**src/rtl/alu_issue.sv**
```systemverilog
// ID/EX issue stage: decodes opcode/funct3/funct7 into a 3-bit ALU opcode and registers operands.
// Optional operand forwarding is enabled by defining ALU_ISSUE_FWD_EN.
module alu_issue #(
    parameter int XLEN = 64
) (
    input  logic            clk,
    input  logic            rst,
    input  logic            flush,
    input  logic            in_valid,
    output logic            in_ready,
    input  logic [6:0]      in_opcode,
    input  logic [2:0]      in_funct3,
    input  logic [6:0]      in_funct7,
    input  logic [XLEN-1:0] in_rs1_data,
    input  logic [XLEN-1:0] in_rs2_data,
    input  logic [XLEN-1:0] in_imm,
    input  logic [XLEN-1:0] in_pc,
    input  logic [4:0]      in_rd,
`ifdef ALU_ISSUE_FWD_EN
    input  logic [4:0]      in_rs1,
    input  logic [4:0]      in_rs2,
    input  logic            fwd_valid,
    input  logic [4:0]      fwd_rd,
    input  logic [XLEN-1:0] fwd_data,
`endif
    output logic            out_valid,
    input  logic            out_ready,
    output logic [XLEN-1:0] A,
    output logic [XLEN-1:0] B,
    output logic [2:0]      ALUop,
    output logic [4:0]      out_rd,
    output logic            out_wb,
    output logic            out_illegal
);

    localparam logic [6:0] OPC_R      = 7'b0110011;
    localparam logic [6:0] OPC_I      = 7'b0010011;
    localparam logic [6:0] OPC_LOAD   = 7'b0000011;
    localparam logic [6:0] OPC_STORE  = 7'b0100011;
    localparam logic [6:0] OPC_LUI    = 7'b0110111;
    localparam logic [6:0] OPC_AUIPC  = 7'b0010111;
    localparam logic [6:0] OPC_BRANCH = 7'b1100011;

    localparam logic [6:0] F7_ZERO = 7'b0000000;
    localparam logic [6:0] F7_ALT  = 7'b0100000;

    localparam logic [2:0] OP_AND = 3'b000;
    localparam logic [2:0] OP_OR  = 3'b001;
    localparam logic [2:0] OP_ADD = 3'b010;
    localparam logic [2:0] OP_SUB = 3'b110;
    localparam logic [2:0] OP_SLL = 3'b011;
    localparam logic [2:0] OP_SRL = 3'b111;
    localparam logic [2:0] OP_SRA = 3'b101;
    localparam logic [2:0] OP_XOR = 3'b100;

    typedef enum logic [1:0] {A_ZERO, A_RS1, A_PC} a_sel_t;
    typedef enum logic [1:0] {B_ZERO, B_RS2, B_IMM} b_sel_t;

    logic            out_valid_reg;
    logic [XLEN-1:0] a_reg, b_reg;
    logic [2:0]      aluop_reg;
    logic [4:0]      rd_reg;
    logic            wb_reg;
    logic            illegal_reg;

    logic [2:0]      aluop_next;
    logic            wb_next;
    logic            illegal_next;
    logic [XLEN-1:0] a_next, b_next;
    a_sel_t          a_sel;
    b_sel_t          b_sel;
    logic            load;

    logic [XLEN-1:0] rf_data  [2];
    logic [XLEN-1:0] src_data [2];

    assign rf_data[0] = in_rs1_data;
    assign rf_data[1] = in_rs2_data;

`ifdef ALU_ISSUE_FWD_EN
    logic [4:0] src_idx [2];
    assign src_idx[0] = in_rs1;
    assign src_idx[1] = in_rs2;

    // x0 is never forwarded: a write to it must not shadow the hard-wired zero.
    generate
        for (genvar gi = 0; gi < 2; gi++) begin : g_src
            assign src_data[gi] = (fwd_valid && (fwd_rd != 5'd0) && (fwd_rd == src_idx[gi]))
                                  ? fwd_data : rf_data[gi];
        end
    endgenerate
`else
    generate
        for (genvar gi = 0; gi < 2; gi++) begin : g_src
            assign src_data[gi] = rf_data[gi];
        end
    endgenerate
`endif

    assign in_ready = !flush && (!out_valid_reg || out_ready);
    assign load     = in_valid && in_ready;

    always_comb begin
        aluop_next   = OP_ADD;
        wb_next      = 1'b0;
        illegal_next = 1'b0;
        a_sel        = A_ZERO;
        b_sel        = B_ZERO;
        case (in_opcode)
            OPC_R: begin
                a_sel   = A_RS1;
                b_sel   = B_RS2;
                wb_next = 1'b1;
                case (in_funct3)
                    3'b000: begin
                        if (in_funct7 == F7_ZERO)     aluop_next = OP_ADD;
                        else if (in_funct7 == F7_ALT) aluop_next = OP_SUB;
                        else                          illegal_next = 1'b1;
                    end
                    3'b101: begin
                        if (in_funct7 == F7_ZERO)     aluop_next = OP_SRL;
                        else if (in_funct7 == F7_ALT) aluop_next = OP_SRA;
                        else                          illegal_next = 1'b1;
                    end
                    3'b001: begin
                        aluop_next   = OP_SLL;
                        illegal_next = (in_funct7 != F7_ZERO);
                    end
                    3'b100: begin
                        aluop_next   = OP_XOR;
                        illegal_next = (in_funct7 != F7_ZERO);
                    end
                    3'b110: begin
                        aluop_next   = OP_OR;
                        illegal_next = (in_funct7 != F7_ZERO);
                    end
                    3'b111: begin
                        aluop_next   = OP_AND;
                        illegal_next = (in_funct7 != F7_ZERO);
                    end
                    default: illegal_next = 1'b1;
                endcase
            end
            OPC_I: begin
                a_sel   = A_RS1;
                b_sel   = B_IMM;
                wb_next = 1'b1;
                // Shift immediates carry shamt[5] in funct7[0]; only funct7[6:1] encodes the op.
                case (in_funct3)
                    3'b000: aluop_next = OP_ADD;
                    3'b100: aluop_next = OP_XOR;
                    3'b110: aluop_next = OP_OR;
                    3'b111: aluop_next = OP_AND;
                    3'b001: begin
                        aluop_next   = OP_SLL;
                        illegal_next = (in_funct7[6:1] != 6'b000000);
                    end
                    3'b101: begin
                        if (in_funct7[6:1] == 6'b000000)      aluop_next = OP_SRL;
                        else if (in_funct7[6:1] == 6'b010000) aluop_next = OP_SRA;
                        else                                  illegal_next = 1'b1;
                    end
                    default: illegal_next = 1'b1;
                endcase
            end
            OPC_LOAD: begin
                a_sel   = A_RS1;
                b_sel   = B_IMM;
                wb_next = 1'b1;
            end
            OPC_STORE: begin
                a_sel = A_RS1;
                b_sel = B_IMM;
            end
            OPC_LUI: begin
                b_sel   = B_IMM;
                wb_next = 1'b1;
            end
            OPC_AUIPC: begin
                a_sel   = A_PC;
                b_sel   = B_IMM;
                wb_next = 1'b1;
            end
            OPC_BRANCH: begin
                aluop_next = OP_SUB;
                a_sel      = A_RS1;
                b_sel      = B_RS2;
            end
            default: illegal_next = 1'b1;
        endcase

        // Illegal beats still flow downstream, but as an inert AND of zeros with no writeback.
        if (illegal_next) begin
            aluop_next = OP_AND;
            wb_next    = 1'b0;
            a_sel      = A_ZERO;
            b_sel      = B_ZERO;
        end
    end

    always_comb begin
        a_next = '0;
        case (a_sel)
            A_RS1:   a_next = src_data[0];
            A_PC:    a_next = in_pc;
            default: a_next = '0;
        endcase
        b_next = '0;
        case (b_sel)
            B_RS2:   b_next = src_data[1];
            B_IMM:   b_next = in_imm;
            default: b_next = '0;
        endcase
    end

    always_ff @(posedge clk) begin
        if (rst) begin
            out_valid_reg <= 1'b0;
            a_reg         <= '0;
            b_reg         <= '0;
            aluop_reg     <= 3'b000;
            rd_reg        <= 5'd0;
            wb_reg        <= 1'b0;
            illegal_reg   <= 1'b0;
        end else if (flush) begin
            out_valid_reg <= 1'b0;
        end else if (load) begin
            out_valid_reg <= 1'b1;
            a_reg         <= a_next;
            b_reg         <= b_next;
            aluop_reg     <= aluop_next;
            rd_reg        <= in_rd;
            wb_reg        <= wb_next;
            illegal_reg   <= illegal_next;
        end else if (out_ready) begin
            out_valid_reg <= 1'b0;
        end
    end

    assign out_valid   = out_valid_reg;
    assign A           = a_reg;
    assign B           = b_reg;
    assign ALUop       = aluop_reg;
    assign out_rd      = rd_reg;
    assign out_wb      = wb_reg;
    assign out_illegal = illegal_reg;

endmodule
```
**config.mk**
```make
export PLATFORM = sky130hd
export DESIGN_NAME = alu_issue
export DESIGN_NICKNAME = d
export VERILOG_FILES = /design/src/rtl/alu_issue.sv
export SDC_FILE = /design/constraint.sdc
export NUM_CORES = 1
export LEC_CHECK = 0
export ABC_AREA = 1
export CORE_AREA = 4 4 164 166
export CTS_CLUSTER_DIAMETER = 200
export CTS_CLUSTER_SIZE = 28
export DETAILED_ROUTE_END_ITERATION = 6
export DIE_AREA = 0 0 168 170
export GPL_ROUTABILITY_DRIVEN = 0
export PLACE_DENSITY = 0.66
export SLEW_MARGIN = 25
export SYNTH_ARGS = -nofsm -noshare
export SYNTH_HDL_FRONTEND = slang
export SYNTH_SLANG_ARGS = --single-unit
export TNS_END_PERCENT = 30
```
**constraint.sdc**
```tcl
create_clock -name clk -period 2.39 [get_ports clk]
set_clock_uncertainty 0.05 [all_clocks]
set_input_delay 0.239 -clock clk [delete_from_list [all_inputs] [get_ports clk]]
set_output_delay 0.239 -clock clk [all_outputs]
set_load 0.1 [all_outputs]
```
# [After elaboration in Yosys (flattened, before gate mapping)]
# Index checks and enable logic that the tools add are counted.
[word_totals] regBits=139 in_bits=283 output_inout_bits=140 wordCells=74
[op_classes] eq_ne=18 n_mux=27 n_bitwise=1 n_reduce_logical=21
[op_table] operator="case mux 64 bit (2 select lines)" count=2
[op_table] operator="== test 7 x 6 -> 1 bit, second input constant" count=4
[op_table] operator="two-way mux 3 bit" count=7
[op_table] operator="OR reduction 5 bit" count=4
[op_table] operator="case mux 3 bit (6 select lines)" count=1
[op_table] operator="case mux 3 bit (5 select lines)" count=1
[op_table] operator="== test 7 x 5 -> 1 bit, second input constant" count=2
[op_table] operator="== test 3 bit, second input constant" count=4
[op_table] operator="case mux 3 bit (3 select lines)" count=1
[op_table] operator="two-way mux 1 bit" count=8
[op_table] operator="case mux 2 bit (2 select lines)" count=2
[op_table] operator="OR reduction 4 bit" count=2
[op_table] operator="== test 7 x 2 -> 1 bit, second input constant" count=1
[op_table] operator="== test 7 bit, second input constant" count=1
[op_table] operator="zero test 7 bit" count=1
[op_table] operator="nonzero test 7 bit" count=1
[op_table] operator="== test 6 x 5 -> 1 bit, second input constant" count=1
[op_table] operator="zero test 6 bit" count=1
[op_table] operator="case mux 1 bit (3 select lines)" count=2
[op_table] operator="nonzero test 6 bit" count=1
[op_table] operator="OR reduction 2 bit" count=3
[op_table] operator="== test 2 x 1 -> 1 bit, second input constant" count=2
[op_table] operator="== test 2 bit, second input constant" count=2
[op_table] operator="two-way mux 2 bit" count=2
[op_table] operator="other kinds (9)" count=11

# [Longest topological paths before layout]
# Gate-level depths: netlist of run 1.
[depth] word_depth=8 mapped_depth=19

# [Least setup slack after synthesis of run 1]
# OpenSTA, ideal clock, no wires.
[synth_timing] kind="register to register" start="reg out_valid_reg (netlist: out_valid)" end="reg aluop_reg[0] (netlist: ALUop[0])" setup_ps=132 arrival_time_ps=3181 required_ps=2208 path_slack_ps=-973 stages_incl_launch_ff=7 synth_period_minus_slack_ps=3363 cell_sequence="dfxtp_1 > a21oi_1 > nand2_1 > buf_2 > clkbuf_1 > nand2_1 > a21oi_2"
[synth_via] elab_chain_len=5
[synth_rtl] element="from (decl)" line="59" source="logic out_valid_reg;"
[synth_rtl] element="from (signal assigned)" line="218" source="out_valid_reg <= 1'b0;"
[synth_rtl] element="from (signal assigned)" line="226" source="out_valid_reg <= 1'b0;"
[synth_rtl] element="from (signal assigned)" line="228" source="out_valid_reg <= 1'b1;"
[synth_rtl] element="zero test 1 bit" line="100" source="assign in_ready = !flush && (!out_valid_reg || out_ready);"
[synth_rtl] element="logical OR 1 bit" line="100"
[synth_rtl] element="logical AND 1 bit" line="100"
[synth_rtl] element="via in_ready" line="10" source="output logic in_ready,"
[synth_rtl] element="logical AND 1 bit" line="101" source="assign load = in_valid && in_ready;"
[synth_rtl] element="AND reduction 2 bit (no line)"
[synth_rtl] element="to (signal assigned)" line="231" source="aluop_reg <= aluop_next;"
[synth_rtl] element="to (decl)" line="61" source="logic [2:0] aluop_reg;"
# The timed path passes the listed nets, and every way through them passes these cells.
# A chain may end at the register's enable or synchronous reset.

# [Worst setup path in the final report of run 1]
[layout_timing] start="in in_funct7[4]" end="reg a_reg[33] (netlist: A[33])"
[layout_via] elab_chain_len=8 elab_cells_between_ends=17 cone_classes="eq/ne (4); mux (9); reduce/logical (4)"
[layout_rtl] element="from (decl)" line="13" source="input logic [6:0] in_funct7,"
[layout_rtl] element="== test 6 x 5 -> 1 bit / == test 7 x 6 -> 1 bit (equally long branches)" line="160, 117, 122"
[layout_rtl] element="two-way mux 1 bit (on tied branches)" line="160, 117, 122"
[layout_rtl] element="two-way mux 1 bit (on tied branches)" line="159, 121"
[layout_rtl] element="case mux 1 bit (3 select lines) / case mux 1 bit (2 select lines) (equally long branches)" line="149, 114"
[layout_rtl] element="case mux 1 bit (3 select lines) *" line="109" source="case (in_opcode)"
[layout_rtl] element="two-way mux 2 bit *" line="193" source="if (illegal_next) begin"
[layout_rtl] element="== test 2 bit / == test 2 x 1 -> 1 bit (equally long branches)" line="203" source="case (a_sel)"
[layout_rtl] element="case mux 64 bit (2 select lines) *" line="203"
[layout_rtl] element="to (signal assigned)" line="229" source="a_reg <= a_next;"
[layout_rtl] element="to (decl)" line="60" source="logic [XLEN-1:0] a_reg, b_reg;"
# Mark *: on every way between the ends. The rest lies on a longest branch, timed or not.

==> results of run 1 <==
[routing by layer]
metal  wire length (µm)  GRT usage (%)
met4                558          5.646
met2              15110          32.83
met5                 26              0
met3               2741          6.156
met1              12130          22.90
[path summary, 6_finish.rpt]
path / start / end / slack (ns)
max: in_funct7[4] / A[33] / 0.10
min: rst / A[3] / 0.23
max reg2reg: out_valid / B[41] / 0.90
min reg2reg: B[8] / B[8] / 0.41
[power groups by stage]
stage	Sequential [mW]	Clock (mW)	Combinational, mW
CTS	2.33	2.58	0.843
global placement	2.38	0	0.841
floorplan	2.43	0	0.198
finish	2.33	2.49	0.851
global route	2.33	2.69	0.905
detailed placement	2.38	0	0.839
[cell type report]
cell class / instances / area (µm²) / share of cell area, %
timing repair buffer: 472 / 4554 / 36.79
multi-input combinational: 888 / 3985 / 32.19
sequential: 139 / 2784 / 22.49
clock buffer: 19 / 442.9 / 3.578
tap: 335 / 419.2 / 3.386
clock inverter: 13 / 106.4 / 0.8590
inverter: 23 / 88.84 / 0.7175
[cell families (layout without fill, tap and decap cells)]
logic type / count (synthesis) / in the layout / synth area share [%]
buffers and inverters: 110 / 527 / 6.290
adders and majority gates: 4 / 4 / 0.7067
DFF: 139 / 139 / 39.29
AOI/OAI and AO/OA: 275 / 275 / 19.73
and+or+nand+nor: 609 / 609 / 33.98
[synth_stat cells (2+ instances only)]
cell type,n
a21oi_1,266
a21oi_2,4
buf_1,18
buf_2,17
buf_4,3
clkbuf_1,49
dfxtp_1,139
ha_1,4
inv_1,17
inv_2,6
nand2_1,563
nand2_2,2
nand3_1,11
nand3_2,5
nor2_1,16
nor2_2,2
nor2_4,3
nor3_1,4
o21ai_0,3
[through the flow]
stage	TNS, ns	setup slack [ns]	power, mW	hold WS (ns)
2_1_floorplan	0	0.2356	2.624	0.2608
3_3_place_gp	-32.16	-0.3544	3.219	0.4022
6_report	0	0.1018	5.671	0.2332
3_5_place_dp	-41.64	-0.4190	3.217	0.4058
5_1_grt	-0.01331	-0.01331	5.918	0.2339
4_1_cts	0	0.007677	5.748	0.2176
[what timing repair did]
action	4_1_cts	5_1_grt
setup endpoints to repair	0	119
gates resized for setup	0	26
buffers inserted	0	2
[worst reg2reg max path, stage by stage, from the launching register on]
cell and delay (ns):
dfxtp_2 0.34, a21oi_4 0.22, nand2_4 0.11, inv_4 0.10
buf_12 0.31, nand2_1 0.13, a21oi_1 0.16
==> qor.csv, run 1 <==
metric,value,unit
num ports,423,
Clk pwr share,44.0,%
total leakage power,4.308,nW
"area leader, netlist",dfxtp_1,
critical path buffer and inverter count,3,
Final Slew Violations,0,
register bit total from synthesis,139,
CTS root buffer,clkbuf_16,
Critical Path RT,2.68,ns
Antenna Cells,0,
CP Launch Type,input port,
power density over the cells,458.1,mW/mm²
synthesized area per cell,6.228,µm²
GRT Residual Overflow,0,
Achievable Freq,437.0,MHz
final setup fails,0,
Post-DP HPWL,21240,µm
Final Hold Violating Endpoints,0,
CTS Buf Count,17,
num rows,59,
GRT Total Usage,19.10,%
Initial Util,27.65,%
"slowest stage delay, CP",0.42,ns
Synth Net Count,1424,
Slew @ Worst Pin,0.5756,ns
VDD IR-drop max,0.3034,mV
Area contributors post-synth,"dfxtp_1 39%, nand2_1 30%, a21oi_1 19%",
crit-path cells,clkdlybuf4s50_1 -> nor2_1 -> nand3_2 -> nand2_1 -> nand3_1 -> nand2_1 -> nand2_4 -> nor2_8 -> nand2_2 -> inv_2 -> ha_4 -> buf_6 -> nand2_1 -> a21oi_1 -> nand2_1 -> a21oi_1,
Hold Path Depth,2,
post-route ant nets,0,
fraction of layout cells with a size suffix above 1,17.18,%
Synth-to-Final Area Change,74.82,%
placed insts,1846,
WP data arrival,2.58,ns
initial antenna violation count,2,
Mapped Area,0.007082,mm²
crit-path max FO,12,
Switching Share,25.95,%
sequential area share after synthesis,39.29,%
clock latency on the worst-skew pair,0.41,ns
final instance area,0.01238,mm²
"Reg clk slew, reported paths",0.07,ns
Stages on worst setup path,16,
vias per cell,4.684,
Crit Path Category,input port to register,
reg2reg path depth,6,
fin crit share,95.74,%
most frequent cells in the layout,"559 x nand2_1, 279 x clkdlybuf4s50_1, 263 x a21oi_1",
crit path max-delay cell type,clkdlybuf4s50_1,
CTS Hold Bufs,0,
worst min path class,input port to register,
first drt pass iteration count,5,
CTS tree,yes,
crit path time final,2.288,ns
core area,0.02562,mm²
clk sink count,139,
Synth top area share,39.29,%
Slew headroom,61.62,%
fillers,2619,
first-pass GRT wire length,44360,µm
outcome,"complete, no violations",
via count,8848,
Post-synth EDFFs,0,
number of H-tree levels,4,
final non-filler cell total,1889,
post-placement cell area,0.01151,mm²
Die ar.,0.02856,mm²
asr flop ratio synth,0,%
port bufs,422,
Seq pwr share,41.0,%
DRC,0,
wire length per cell,16.18,µm
drt initial violations,583,
dominant synthesized flop cell,dfxtp_1,
"most common cell after layout, fill and taps aside",nand2_1,
post-layout util,48.33,%
P_sw,1.472,mW
final wirelength,30570,µm
largest net degree at the start of global routing,79,
nets,1828,
die height,170,µm
Critical Path Most Common Cell,nand2_1,
Cells after Synth,1137,
synth warn,0,
vias in the first global route,8388,
Max Cap Viol,0,
Max clock buf depth,2,
Die Wd,168,µm
internal power,4.200,mW
Top delay family on crit path,simple AND/OR/NAND/NOR gates,
logic gate share of total power,15.0,%
CP Capture Type,register,
Synth cell types,24,
No activity file was read; power rests on OpenSTA's default activity.
==> inputs of run 2 (changes only) <==
Settings changed: CTS_CLUSTER_DIAMETER 200 to 40.
==> results of run 2 <==
Final layout, timing and power as in run 1 (identical DEF).
